File: src/rtl/iir_mc_pkg.sv
// Shared constants and the saturation helper for the multi-channel biquad.
package iir_mc_pkg;

    localparam int NB_DEF  = 12;
    localparam int NCH_DEF = 4;

    // Field positions (in units of NB bits) inside the packed coefficient ports.
    localparam int B0_IDX = 0;
    localparam int B1_IDX = 1;
    localparam int B2_IDX = 2;
    localparam int A1_IDX = 0;
    localparam int A2_IDX = 1;

    // Widest supported NB; the helper works on a container that fits any 2NB+2 sum.
    localparam int MAX_NB = 32;
    localparam int SAT_W  = 2 * MAX_NB + 2;

    typedef logic signed [SAT_W-1:0] wide_t;

    // Clamp a sign-extended value into the signed range of an nb-bit word.
    function automatic wide_t sat_nb(input wide_t v, input int nb);
        wide_t hi;
        wide_t lo;
        hi = (wide_t'(1) <<< (nb - 1)) - wide_t'(1);
        lo = -hi - wide_t'(1);
        if (v > hi) return hi;
        if (v < lo) return lo;
        return v;
    endfunction

endpackage

File: src/rtl/iir_mc_dp.sv
// Combinational datapath: feedback sum producing w, and the feed-forward
// accumulator that the output stage later shifts and saturates into y.
module iir_mc_dp
    import iir_mc_pkg::*;
#(
    parameter int NB = NB_DEF
) (
    input  logic signed [NB-1:0]     x,
    input  logic signed [NB-1:0]     w1,
    input  logic signed [NB-1:0]     w2,
    input  logic        [2*NB-1:0]   a,
    input  logic        [3*NB-1:0]   b,
    output logic signed [NB-1:0]     w,
    output logic signed [2*NB+1:0]   y_acc
);

    localparam int PW = 2 * NB;
    localparam int AW = 2 * NB + 2;

    logic signed [NB-1:0] a1, a2, b0, b1, b2;
    logic signed [PW-1:0] pa1, pa2, pb0, pb1, pb2;
    logic signed [AW-1:0] fb_sum, w_acc;

    assign a1 = a[A1_IDX*NB +: NB];
    assign a2 = a[A2_IDX*NB +: NB];
    assign b0 = b[B0_IDX*NB +: NB];
    assign b1 = b[B1_IDX*NB +: NB];
    assign b2 = b[B2_IDX*NB +: NB];

    // NOTE: every output of an always_comb is assigned on every path, so no latch is inferred.
    always_comb begin
        pa1    = PW'(a1) * PW'(w1);
        pa2    = PW'(a2) * PW'(w2);
        fb_sum = AW'(pa1) + AW'(pa2);
        w_acc  = AW'(x) - (fb_sum >>> (NB - 1));
        // The saturated w feeds both the y products and the stored state.
        w      = NB'(sat_nb(SAT_W'(w_acc), NB));
        pb0    = PW'(b0) * PW'(w);
        pb1    = PW'(b1) * PW'(w1);
        pb2    = PW'(b2) * PW'(w2);
        y_acc  = AW'(pb0) + AW'(pb1) + AW'(pb2);
    end

endmodule

File: src/rtl/iir_filter_mc.sv
// Multi-channel second-order direct-form-II IIR filter, one sample per cycle,
// two-cycle latency, per-channel state held in a register array.
module iir_filter_mc
    import iir_mc_pkg::*;
#(
    parameter int NB  = NB_DEF,
    parameter int NCH = NCH_DEF,
    parameter int CW  = (NCH > 1) ? $clog2(NCH) : 1
) (
    input  logic              clk,
    input  logic              rst_n,
    input  logic              clr,
    input  logic              vIn,
    input  logic [NB-1:0]     dIn,
    input  logic [CW-1:0]     chIn,
    input  logic [3*NB-1:0]   b,
    input  logic [2*NB-1:0]   a,
    output logic [NB-1:0]     dOut,
    output logic [CW-1:0]     chOut,
    output logic              vOut,
    output logic              err
);

    // Sized to the full index range so chIn addresses it without width games;
    // entries at or above NCH are never written.
    localparam int DEPTH = 1 << CW;
    localparam int AW    = 2 * NB + 2;

    logic signed [NB-1:0] w1_mem [DEPTH];
    logic signed [NB-1:0] w2_mem [DEPTH];

    logic                 ch_ok;
    logic                 accept;
    logic signed [NB-1:0] w_new;
    logic signed [AW-1:0] y_acc;
    logic signed [NB-1:0] y_sat;

    logic                 s1_v;
    logic [CW-1:0]        s1_ch;
    logic signed [AW-1:0] s1_acc;

    assign ch_ok  = int'(chIn) < NCH;
    assign accept = vIn & ~clr & ch_ok;

    iir_mc_dp #(.NB(NB)) u_dp (
        .x     (dIn),
        .w1    (w1_mem[chIn]),
        .w2    (w2_mem[chIn]),
        .a     (a),
        .b     (b),
        .w     (w_new),
        .y_acc (y_acc)
    );

    assign y_sat = NB'(sat_nb(SAT_W'(s1_acc >>> (NB - 1)), NB));

    // NOTE: the state array is reset explicitly because the filter must start from zero history.
    always_ff @(posedge clk or negedge rst_n) begin
        if (!rst_n) begin
            for (int i = 0; i < DEPTH; i++) begin
                w1_mem[i] <= '0;
                w2_mem[i] <= '0;
            end
            s1_v   <= 1'b0;
            s1_ch  <= '0;
            s1_acc <= '0;
            vOut   <= 1'b0;
            dOut   <= '0;
            chOut  <= '0;
            err    <= 1'b0;
        end else if (clr) begin
            for (int i = 0; i < DEPTH; i++) begin
                w1_mem[i] <= '0;
                w2_mem[i] <= '0;
            end
            s1_v <= 1'b0;
            vOut <= 1'b0;
            err  <= 1'b0;
        end else begin
            // NOTE: non-blocking updates let the read of w1 into w2 see the pre-edge value.
            s1_v <= accept;
            err  <= vIn & ~ch_ok;
            if (accept) begin
                w2_mem[chIn] <= w1_mem[chIn];
                w1_mem[chIn] <= w_new;
                s1_ch        <= chIn;
                s1_acc       <= y_acc;
            end
            vOut <= s1_v;
            if (s1_v) begin
                dOut  <= y_sat;
                chOut <= s1_ch;
            end
        end
    end

endmodule

File: config.mk
export PLATFORM = sky130hd
export DESIGN_NAME = iir_filter_mc
export DESIGN_NICKNAME = d
export VERILOG_FILES = /design/src/rtl/iir_mc_pkg.sv /design/src/rtl/iir_mc_dp.sv /design/src/rtl/iir_filter_mc.sv
export SDC_FILE = /design/constraint.sdc
export NUM_CORES = 2
export LEC_CHECK = 0
export BUFFER_PORTS_ARGS = -buffer_cell sky130_fd_sc_hd__buf_2
export CORE_MARGIN = 3
export CORE_UTILIZATION = 50
export DETAILED_ROUTE_END_ITERATION = 8
export HOLD_SLACK_MARGIN = 0.03
export PLACE_DENSITY = 0.66
export SYNTH_ARGS = -nofsm -noshare
export SYNTH_HDL_FRONTEND = slang
export SYNTH_SLANG_ARGS = --single-unit
File: constraint.sdc
create_clock -name clk -period 43.3 [get_ports clk]
set_clock_uncertainty 0.1 [all_clocks]
set_input_delay 2.165 -clock clk [delete_from_list [all_inputs] [get_ports clk]]
set_output_delay 2.165 -clock clk [all_outputs]
set_load 0.005 [all_outputs]
==> impl_metrics.ini <==
[run_status]
status = finished, final reports clean

[setup_path]
slowest_stage = mux4_2
r2r_end = s1_acc[23]
r2r_slack_ns = 26.13
critPathCaptureType = flip-flop
path_max_fanout = 36
setup.worst_path.class = in -> reg
startpoint = chIn[0]
critPathArrivalTime_ns = 19.55
r2r_cells = 52
max_stage_delay_ns = 0.91
worstSetupStartpointType = input port
cp_common_cell = fa_1
reg2reg_from = w1_mem[12]
worst_ep_required_time_ns = 43.55

[clock_network]
cts_setup_buffers = 0
cts_tree = yes
cts_resized = 0
cts.clk_slew.worst_paths_ns = 0.08
clk_path_buf_depth = 2
clk_latency_ns = 0.46
holdBufCountCts = 0
ctsHtreeMaxLevel = 4
cts_buffers = 17
clock_sinks = 129
cts_root_buf = clkbuf_16

[sta]
rsz0062_at_grt = false
min_period_ns = 19.29
relSlewSlack = 0.2935
finalMaxSlewViolations = 0
fmax_ghz = 0.05183
finalCritPeriodShare = 0.4456
setup-tns-final_ns = 0
worst_slew_pin_slew_ns = 1.054
whs_ns = 0.3700
timing_hold_violations_final = 0
final-setup-viol-count = 0

[global_route]
antenna_found_initial = 3
grtUsageTotal = 0.2470
grt_pass1_wl_mm = 135.9
grt_max_degree = 69
grt_overflow = 0
grt_pass1_vias = 24680

[detailed_routing]
first_pass_iters = 6
drt_iter0_markers = 1458
wirelength_mm = 81.04
ant_nets = 0
viasPerCell = 5.241
via_count = 22660
drc_errors = 0
wire_per_inst_um = 18.74

[yosys]
ys_seq_area_frac = 0.09511
synthSimpleGateAreaFrac = 0.1280
netlist_instances = 3478
synth_area_leaders = fa_1, inv_1, dfrtp_1
synthFlopType = dfrtp_1
synth_cell_type_count = 72
synth_top_family_by_area = adder cells
yosys_warnings = 0
synth-xor-area-share = 0.01574
synth_compound_area_frac = 0.05242
netlist_area_mm2 = 0.03394
synth_top_cell_by_area = fa_1
synthAdderAreaFrac = 0.5735
synth_top_area_share = 0.4931
synthTopCellsByCount = inv_1, fa_1, nand2_1, and2_1, ha_1
synth_seq_cells = 129
async_flop_share = 1.000
post_synth.cell_area_avg_um2 = 9.758
synthesis.nets = 4610
muxShareOfSynthArea = 0.01718
synth_edf_count = 0
synth.most_common_cell = inv_1

[finish]
syn2layout_area_growth_pct = 5.084
final_layout_size_suffix_gt1_frac = 0.05466
nNetsFinal = 4577

[floorplanning]
die_area_mm2 = 0.07104
die_h_um = 266.5
fp-row-count = 94
die_w_um = 266.5
coreArea_mm2 = 0.06645
start_util = 0.5108
io_pins = 94

[placed_design]
port-buffer-count = 92
hpwl_mm = 66.50
routabilityCongestion = 0.8671

[min_path]
hold_start = dOut[10]
holdPathStages = 2
min_path_type = reg -> reg
min_to = dOut[10]

[run]
drv_cap = 0
[cells in the final DEF (no fill, tap or decap), types with 8 or more instances in the layout]
cell type / netlist / routed
nor2b_1: 34 / 34
nand3_1: 12 / 12
a21o_1: 19 / 19
nor3_1: 15 / 13
o31ai_1: 8 / 8
fa_1: 836 / 836
and2_1: 261 / 261
buf_2: 3 / 91
nor2_1: 58 / 58
mux4_2: 23 / 23
o21ai_0: 56 / 55
nand2b_1: 44 / 44
a21oi_1: 27 / 25
o21a_1: 12 / 12
nand2_1: 444 / 444
inv_1: 903 / 903
clkbuf_16: 0 / 17
dfrtp_1: 129 / 129
xnor2_1: 50 / 50
xor2_1: 11 / 11
a22o_1: 76 / 76
ha_1: 218 / 218
buf_4: 1 / 16
[worst max-delay path, delay by kind of cell]
| kind | cells | cell delay [ns] |
|---|---|---|
| adders and majority gates | 18 | 8.36 |
| AOI/OAI and AO/OA | 16 | 5.45 |
| and+or+nand+nor | 8 | 1.40 |
| buffers and inverters | 10 | 1.03 |
| muxes | 1 | 0.91 |
| xor gates and xnor gates | 1 | 0.15 |
[sequential cells by signal (all words and copies together), names as in the netlist]
register,count
chOut,2
dOut,12
s1_acc,15
s1_ch,2
s1_v,1
vOut,1
w1_mem,48
w2_mem,48
[kinds of logic (layout without fill, tap and decap cells)]
| group | count (synthesis) | count (layout) |
|---|---|---|
| AO/OA/AOI/OAI | 244 | 244 |
| multiplexers | 29 | 29 |
| buffers and inverters | 1065 | 1045 |
| XOR/XNOR | 61 | 61 |
| flip-flops | 129 | 129 |
| adder cells (fa/ha/maj) | 1054 | 1054 |
| AND/OR/NAND/NOR | 895 | 895 |
| other | 1 | 3 |
[metrics by stage]
stage	setup WS, ns	area [um^2]	std cells	util
2_1_floorplan	25.20	33940	3478	-
3_3_place_gp	23.85	35060	4290	0.5277
3_5_place_dp	23.55	35060	4290	0.5277
4_1_cts	24.01	35660	4322	0.5366
5_1_grt	23.19	35660	4323	0.5367
6_report	24.01	35670	4324	0.5367
[area by class of cell]
class	instances	area, um^2
inverters	905	3397
multi-input cells	2284	26770
fillers	5965	30790
flip-flops and latches	129	3228
diodes	2	5.005
clock inverters	11	116.4
repair buffers	108	586.8
well taps	864	1081
clock buffers	21	480.5
[per-layer routing]
metal,GRT usage,part of all wire,routed length (um)
met5,0,0,0
met4,0.06343,0.026,2136
met3,0.03180,0.062,5029
met2,0.3912,0.47,38110
met1,0.3641,0.44,35760
[worst max path at each step]
stage                       to  depth (start not counted)
global placement    s1_acc[23]                         53
detailed placement  s1_acc[23]                         54
floorplan           s1_acc[23]                         56
global route        s1_acc[23]                         54
CTS                 s1_acc[23]                         54
finish              s1_acc[23]                         54
Power is not shown: default switching activity piles up to over one toggle a cycle in this logic, so the estimate is an artifact.
